$ cat src/rtl/cnt8_state_reg.sv
// Registered state stage of the preloadable down-counter: preload mux, gated
// decrement, run-control FSM, terminal-count flag and completion pulse.
//
// state | meaning
// IDLE  | loaded or cleared, waiting for start
// RUN   | decrementing on enabled edges
// HOLD  | paused by stop, count frozen
// DONE  | count reached zero, waiting for start or a new load
module cnt8_state_reg #(
  parameter int WIDTH  = 8,
  parameter bit RELOAD = 1'b0
) (
  input  logic             clk,
  input  logic             rst_n,
  input  logic             clr,
  input  logic             ld,
  input  logic             sel,
  input  logic [WIDTH-1:0] a_val,
  input  logic [WIDTH-1:0] b_val,
  input  logic             start,
  input  logic             stop,
  input  logic             en,
  output logic [WIDTH-1:0] cnt,
  output logic             tc,
  output logic             done,
  output logic             busy,
  output logic [1:0]       state
);

  typedef enum logic [1:0] {
    IDLE = 2'b00,
    RUN  = 2'b01,
    HOLD = 2'b10,
    DONE = 2'b11
  } state_t;

  localparam logic [WIDTH-1:0] ONE = WIDTH'(1);

  state_t           st_q, st_d;
  logic [WIDTH-1:0] cnt_d, rl_q, rl_d, ld_val;
  logic             done_d;

  assign ld_val = sel ? b_val : a_val;

  always_comb begin
    st_d   = st_q;
    cnt_d  = cnt;
    rl_d   = rl_q;
    done_d = 1'b0;
    if (clr) begin
      cnt_d = '0;
      st_d  = IDLE;
    end else if (ld) begin
      cnt_d = ld_val;
      rl_d  = ld_val;
      st_d  = (start && (ld_val != '0)) ? RUN : IDLE;
    end else begin
      unique case (st_q)
        IDLE, DONE: begin
          if (start) begin
            if (cnt != '0) begin
              st_d = RUN;
            end else begin
              st_d   = DONE;
              done_d = 1'b1;
            end
          end
        end
        HOLD: begin
          if (!stop && start) st_d = RUN;
        end
        RUN: begin
          if (stop) begin
            st_d = HOLD;
          end else if (en) begin
            if (cnt > ONE) begin
              cnt_d = cnt - ONE;
            end else if (cnt == ONE) begin
              done_d = 1'b1;
              // Auto-reload keeps running only when there is a nonzero value to restart from.
              if (RELOAD && (rl_q != '0)) begin
                cnt_d = rl_q;
              end else begin
                cnt_d = '0;
                st_d  = DONE;
              end
            end
          end
        end
        default: st_d = IDLE;
      endcase
    end
  end

  always_ff @(posedge clk or negedge rst_n) begin
    if (!rst_n) begin
      cnt  <= '0;
      rl_q <= '0;
      st_q <= IDLE;
      done <= 1'b0;
    end else begin
      cnt  <= cnt_d;
      rl_q <= rl_d;
      st_q <= st_d;
      done <= done_d;
    end
  end

  assign tc    = (cnt == '0);
  assign busy  = (st_q == RUN) || (st_q == HOLD);
  assign state = st_q;

endmodule

$ cat config.mk
export PLATFORM = sky130hd
export DESIGN_NAME = cnt8_state_reg
export DESIGN_NICKNAME = d
export VERILOG_FILES = /design/src/rtl/cnt8_state_reg.sv
export SDC_FILE = /design/constraint.sdc
export NUM_CORES = 1
export LEC_CHECK = 0
export ABC_AREA = 1
export CORE_ASPECT_RATIO = 0.8
export CORE_MARGIN = 2
export CORE_UTILIZATION = 48
export CTS_CLUSTER_SIZE = 16
export DETAILED_ROUTE_END_ITERATION = 10
export PLACE_DENSITY = 0.88
export SYNTH_ARGS = -nofsm -noshare
export SYNTH_HDL_FRONTEND = slang
export SYNTH_SLANG_ARGS = --single-unit
$ cat constraint.sdc
create_clock -name clk -period 2.8 [get_ports clk]
set_input_delay 0.56 -clock clk [delete_from_list [all_inputs] [get_ports clk]]
set_output_delay 0.56 -clock clk [all_outputs]
set_load 0.01 [all_outputs]
==> results.md, run 1 <==
| Result | Value |
| --- | --- |
| Number of maximum-capacitance violations | 0 |
| Worst-case setup margin in the final layout | 0.356 ns |
| Hold path start | cnt[1]$_DFFE_PN0P_ |
| Worst EP required | 2.24 ns |
| DRC violation count after routing | 0 |
| Pre-CTS worst setup slack | 0.649 ns |
| Met2 Usage GRT | 36.9% |
| Highest clock frequency the design can meet | 409 MHz |
| Via count of the first global-routing pass | 1028 |
| Pleak | 0.760 nW |
| Status | complete, no violations |
| Crit path time final | 2.44 ns |
| TritonCTS Buffers | 3 |
| Placed instance area | 1430 um2 |
| Deepest level of the CTS H-tree | 1 |
| DRT Pass-1 Iters | 4 |
| Mapped Avg Cell Area | 6.15 um2 |
| Power consumption | 0.000640 W |
| Normalized max-slew margin | 66.1% |
| Post-synthesis instance area | 1040 um2 |
| Number of nets at the end of the flow | 238 |
| Max VDD drop | 0.319 mV |
| Number of setup violations in the final report | 0 |
| Setup repair after global routing missed its margin | no |
| Layout Area Growth over Synthesis | 39.5% |
| DIE AREA | 2570 um2 |
| Reg-to-Reg Start | state[1]$_DFFE_PN0P_ |
| Global-route wire length before repair | 4310 um |
| Arrival time at the worst endpoint | 1.88 ns |
| Initial antenna violation count | 0 |
| Area of the core | 2100 um2 |
| Setup Buffers After CTS | 0 |
| CP startpoint | cnt[0]$_DFFE_PN0P_ |
| Fin crit share | 87.3% |
| Final TNS setup | 0 ns |
| Kind of critical path | flop to output port |
| Clock tree from TritonCTS | built |
| Met3 Usage GRT | 6.25% |
| Fraction of final layout cells sized beyond drive strength 1 | 8.61% |
| Largest driver fanout on the critical path | 4 |
| Clock latency reported for the late side of the worst-skew pair | 0.27 ns |
| Total of hold buffers inserted after clock tree synthesis | 0 |
| Initial cell density of the core | 49.7% |
| Fin. max-slew vios | 0 |
| Count of standard-cell rows | 15 |
| Post-cts sizing count | 0 |
| Drt total wl | 2530 um |
| Async SR Flop Fraction | 100% |
| Net count after synthesis | 198 |
| Ports placed on the boundary | 37 |
| Initial drt markers | 39 |
| Met1 usage | 27.6% |
| Count of distinct cell types in the synthesized netlist | 23 |
| Vertical die dimension | 45.7 um |
| Weighted congestion at the end of routability-driven global placement | 0.865 |
| Synthesized instance count | 170 |
| Area of all placed cells without fillers | 1460 um2 |
| Dominant synthesized flop cell | dfrtp_1 |
| Vias per cell | 4.79 |
| Register bit count reported by yosys | 11 |
| Seq/Total Area, Yosys | 26.3% |
| Slew at the pin with the worst max-slew slack | 0.508 ns |
| Yosys warnings | 0 |
| Routed wirelength normalized by instance count | 10.8 um |
| Post-route clock skew | 0.00103 ns |
| Number of hold-slack violations in the final timing report | 0 |
| Antenna fix cells | 0 |
| Number of enable-type register cells in the synthesized netlist | 0 |
| Clock slew at the register clock pins of the worst setup and hold paths | 0.07 ns |
| Most utilized layer in the global route result | met2 |
| Path category of the worst min-delay check | flop to flop |
| Kind of end point of the critical path | output port |
| HPWL reported at the end of detailed placement | 2110 um |
| Clock tree sinks | 11 |
| CTS Buffer Depth | 2 |
| Number of port buffers | 36 |
| Remaining global-route overflow | 0 |
| Power density over the cells | 439 nW/um2 |
| Remaining antenna violation count after routing | 0 |
| Startpoint types | flop |
| All-layer global routing usage | 21.6% |
| Vias | 1121 |
| Largest net degree at the start of global routing | 17 |
| Width of the die | 56.2 um |
| Clock tree root buffer cell | clkbuf_4 |
[synthesized netlist by cell type, types with 2 or more instances]
cell type  number  area share [%]
nand3_1         9             4.3
or2_2           4             2.4
or2_1           3             1.8
inv_1          24             8.6
nor2_2          2             1.2
ha_1            4             4.8
inv_2           2            0.72
a21oi_1         3             1.4
o21ai_1         2            0.96
o21ai_0         4             1.9
nand2_4         3             3.2
xnor2_1         4             3.4
nor2_1         15             5.4
nand2_1        72              26
dfrtp_1        11              26
[sequential cells by signal, summed over array words and instances (netlist names)]
| name | flops |
|---|---|
| cnt | 8 |
| done | 1 |
| state | 2 |
[metal layers]
metal | up-vias | routed length, um
met1 | 480 | 1120
li1 | 593 | -
met4 | 0 | 16
met3 | 2 | 181
met2 | 46 | 1210
met5 | - | 0
[stage by stage]
step           instances  hold WS, ns  util (%)
2_1_floorplan        170        0.264         -
3_3_place_gp         230        0.514      68.1
3_5_place_dp         230        0.528      68.1
4_1_cts              234        0.552      69.3
5_1_grt              234        0.588      69.3
6_report             234        0.547      69.3
[power breakdown]
part           leakage [nW]  internal, W  switching (W)
logic                 0.597     0.000156       0.000177
clock network        0.0150    0.0000551      0.0000554
registers             0.147     0.000175      0.0000218
[cell families after synthesis]
group | share of synthesized area, %
flops | 26.3
simple gates | 46.6
fa+ha+maj | 4.79
buf+inv | 9.82
compound gates | 8.26
xor+xnor | 4.19
[cells in the final DEF, fill, tap and decap left out]
master and instances:
a211oi_1 1, a21oi_1 3, a21oi_2 1, a21oi_4 1
a31o_2 1, clkbuf_1 1, clkbuf_4 3, clkdlybuf4s50_1 36
dfrtp_1 11, ha_1 4, inv_1 24, inv_2 2
nand2_1 72, nand2_4 3, nand3_1 9, nor2_1 15
nor2_2 2, nor2_8 1, nor3_1 1, o21ai_0 4
o21ai_1 2, or2_1 3, or2_2 4, xnor2_1 4
xor2_1 1
[path summary, 6_finish.rpt]
check / end / slack, ns / cells after the start
setup / recovery: tc / 0.36 / 5
hold / removal: cnt[1]$_DFFE_PN0P_ / 0.55 / 2
setup reg to reg: cnt[5]$_DFFE_PN0P_ / 1.07 / 8
hold reg to reg: cnt[1]$_DFFE_PN0P_ / 0.55 / 2
max in group asynchronous: cnt[0]$_DFFE_PN0P_ / 1.84 / 1
min in group asynchronous: cnt[6]$_DFFE_PN0P_ / 0.63 / 1
[area by class of cell]
class	instances	area (um2)
clock buffers	4	26.3
fillers	187	644
inverters	26	97.6
multi-input cells	132	667
flip-flops and latches	11	275
well taps	25	31.3
repair buffers	36	360
[critical path: stages, from the launching register on]
cell,delay (ns)
dfrtp_1,0.41
inv_1,0.14
ha_1,0.27
nand2_4,0.11
nor2_8,0.15
clkdlybuf4s50_1,0.55
(Power assumes the default switching activity.)
==> inputs of run 2 (changes only) <==
Settings changed: PLACE_DENSITY 0.88 to 0.84.
==> results.md, run 2 (synthesis gave the netlist of run 1 again) <==
| Result | Value | vs previous |
| --- | --- | --- |
| Largest driver fanout on the critical path | 4 | unchanged |
| Highest clock frequency the design can meet | 410 MHz | +0.14% |
| Core Util, Final | 69.3% | unchanged |
| Top register by number of flip-flops | cnt |  |
| Psw | 0.000260 W | +2.6% |
| Worst EP required | 2.24 ns | about the same |
| Arrival time at the worst endpoint | 1.88 ns | about the same |
| Crit path buffers/inverters | 2 | unchanged |
| Final Hold Slack | 0.542 ns | -0.00446 ns |
| Fin crit share | 87.2% | -0.12 points |
| Vias | 1122 | +0.089% |
| Final TNS setup | 0 ns | unchanged |
| Slowest cell on the critical path | clkdlybuf4s50_1 |  |
| Crit path max-delay family | buffers and inverters |  |
| Area of the core | 2100 um2 | unchanged |
| HPWL reported at the end of detailed placement | 2050 um | -3.0% |
| Kind of end point of the critical path | output port |  |
| TritonCTS Buffers | 3 | unchanged |
| Placed instance area | 1430 um2 | unchanged |
| All-layer global routing usage | 20.9% | -0.67 points |
| Non-filler instance count after layout | 234 | unchanged |
| CTS Buffer Depth | 2 | unchanged |
| Number of nets at the end of the flow | 238 | unchanged |
| DRT Pass-1 Iters | 5 | +1 |
| Most common library cell in the layout ignoring fill and taps | nand2_1 |  |
| Antenna fix cells | 0 | unchanged |
| Startpoint types | flop |  |
| Drt total wl | 2500 um | -0.87% |
| Fillers | 193 | +3.2% |
| Max VDD drop | 0.233 mV | -27% |
| Setup repair after global routing missed its margin | no |  |
| Initial antenna violation count | 0 | unchanged |
| Slew at the pin with the worst max-slew slack | 0.534 ns | +0.0269 ns |
| Vertical die dimension | 45.7 um | unchanged |
| Total of hold buffers inserted after clock tree synthesis | 0 | unchanged |
| Reg power frac | 30.3% | -0.4 points |
| Remaining global-route overflow | 0 | unchanged |
| Cells traversed along the worst timing path | inv_1 -> ha_1 -> nand2_4 -> nor2_8 -> clkdlybuf4s50_1 |  |
| Largest net degree at the start of global routing | 17 | unchanged |
| Area of all placed cells without fillers | 1460 um2 | unchanged |
| DP Cell Count | 230 | unchanged |
| Post-cts sizing count | 0 | unchanged |
| Vias per cell | 4.79 | about the same |
| Clock slew at the register clock pins of the worst setup and hold paths | 0.08 ns | about the same |
| Number of maximum-capacitance violations | 0 | unchanged |
| DIE AREA | 2570 um2 | unchanged |
| Routed wirelength normalized by instance count | 10.7 um | -0.87% |
| Clock tree sinks | 11 | unchanged |
| Fin. max-slew vios | 0 | unchanged |
| Via count of the first global-routing pass | 970 | -5.6% |
| Crit path time final | 2.44 ns | -0.00331 ns |
| DRC violation count after routing | 0 | unchanged |
| Number of setup violations in the final report | 0 | unchanged |
| Post-route clock skew | 0.0100 ns | +0.00902 ns |
| Layout Area Growth over Synthesis | 39.5% | unchanged |
| Clock latency reported for the late side of the worst-skew pair | 0.29 ns | +0.02 ns |
| Largest incremental delay on the critical path | 0.54 ns | about the same |
| Number of port buffers | 36 | unchanged |
| Status | complete, no violations |  |
| Width of the die | 56.2 um | unchanged |
| Initial cell density of the core | 49.7% | unchanged |
| Power density over the cells | 444 nW/um2 | +1.1% |
| Clock Power Share | 18.4% | +1.1 points |
| Path category of the worst min-delay check | flop to flop |  |
| Most frequent cells in the layout | 72 x nand2_1, 36 x clkdlybuf4s50_1, 24 x inv_1, 15 x nor2_1, 11 x dfrtp_1 |  |
| Clock tree from TritonCTS | built |  |
| Count of standard-cell rows | 15 | unchanged |
| Ports placed on the boundary | 37 | unchanged |
| Fraction of final layout cells sized beyond drive strength 1 | 8.61% | unchanged |
| Clock tree root buffer cell | clkbuf_4 |  |
| Global-route wire length before repair | 4080 um | -5.4% |
| Number of hold-slack violations in the final timing report | 0 | unchanged |
| Net Sw Frac | 40.3% | +0.62 points |
| Weighted congestion at the end of routability-driven global placement | 0.915 | +5.8% |
| Pleak | 0.760 nW | unchanged |
| Combinational group share of total power | 51.3% | -0.7 points |
| Deepest level of the CTS H-tree | 1 | unchanged |
| Largest register FFs | 8 | unchanged |
| Internal power consumption | 0.000386 W | about the same |
| Remaining antenna violation count after routing | 0 | unchanged |
| Kind of critical path | flop to output port |  |
| Normalized max-slew margin | 64.3% | -1.8 points |
| Setup Buffers After CTS | 0 | unchanged |
| Initial drt markers | 23 | -41% |
run 2: cell counts in the layout (fill, tap and decap cells not counted):
No cell type changed its count.
run 2: power groups by stage:
| stage | registers, W | logic [W] | clock network, W |
|---|---|---|---|
| after floorplan | 0.000203 | 0.000206 | 0 |
| after global placement | 0.000198 | 0.000321 | 0 |
| after detailed placement | 0.000199 | 0.000330 | 0 |
| after CTS | 0.000196 | 0.000332 | 0.000118 |
| after global routing | 0.000199 | 0.000367 | 0.000128 |
| final | 0.000196 | 0.000332 | 0.000119 |
run 2: path summary, 6_finish.rpt:
path                                 endpoint  cells after the start  slack, ns            startpoint
setup / recovery                           tc                      5       0.36    cnt[0]$_DFFE_PN0P_
hold / removal             cnt[0]$_DFFE_PN0P_                      2       0.54    cnt[0]$_DFFE_PN0P_
max in group asynchronous  cnt[7]$_DFFE_PN0P_                      1       1.82                 rst_n
hold reg to reg            cnt[0]$_DFFE_PN0P_                      2       0.54    cnt[0]$_DFFE_PN0P_
setup reg to reg           cnt[3]$_DFFE_PN0P_                      8       1.06  state[1]$_DFFE_PN0P_
min in group asynchronous  cnt[2]$_DFFE_PN0P_                      1       0.62                 rst_n
run 2: per-layer routing:
metal / vias up / part of all wire [%] / GRT usage (%)
li1: 589 / - / -
met1: 489 / 46 / 25.6
met2: 39 / 47 / 37.2
met3: 5 / 5.1 / 2.84
met4: 0 / 2.0 / 10.0
met5: - / 0 / 0
run 2: area by class of cell:
cell class / count / area [um2] / area share (%)
timing repair buffer: 36 / 360 / 24.7
sequential: 11 / 275 / 18.9
clock buffer: 4 / 26.3 / 1.80
tap: 25 / 31.3 / 2.15
multi-input combinational: 132 / 667 / 45.8
inverter: 26 / 97.6 / 6.70
run 2: per-stage QoR:
stage / setup WS [ns] / total power [W]
after floorplan: 1.22 / 0.000410
after global placement: 0.710 / 0.000519
after detailed placement: 0.667 / 0.000528
after CTS: 0.358 / 0.000646
after global routing: 0.285 / 0.000694
final: 0.359 / 0.000646
run 2: worst register-to-register path, cell delays in order (launching register included):
cell	delay (ns)
dfrtp_1	0.41
inv_1	0.07
ha_1	0.16
nand2_1	0.10
nor2_1	0.26
nand2_1	0.12
a21oi_2	0.38
nand2_1	0.10
nand2_1	0.07
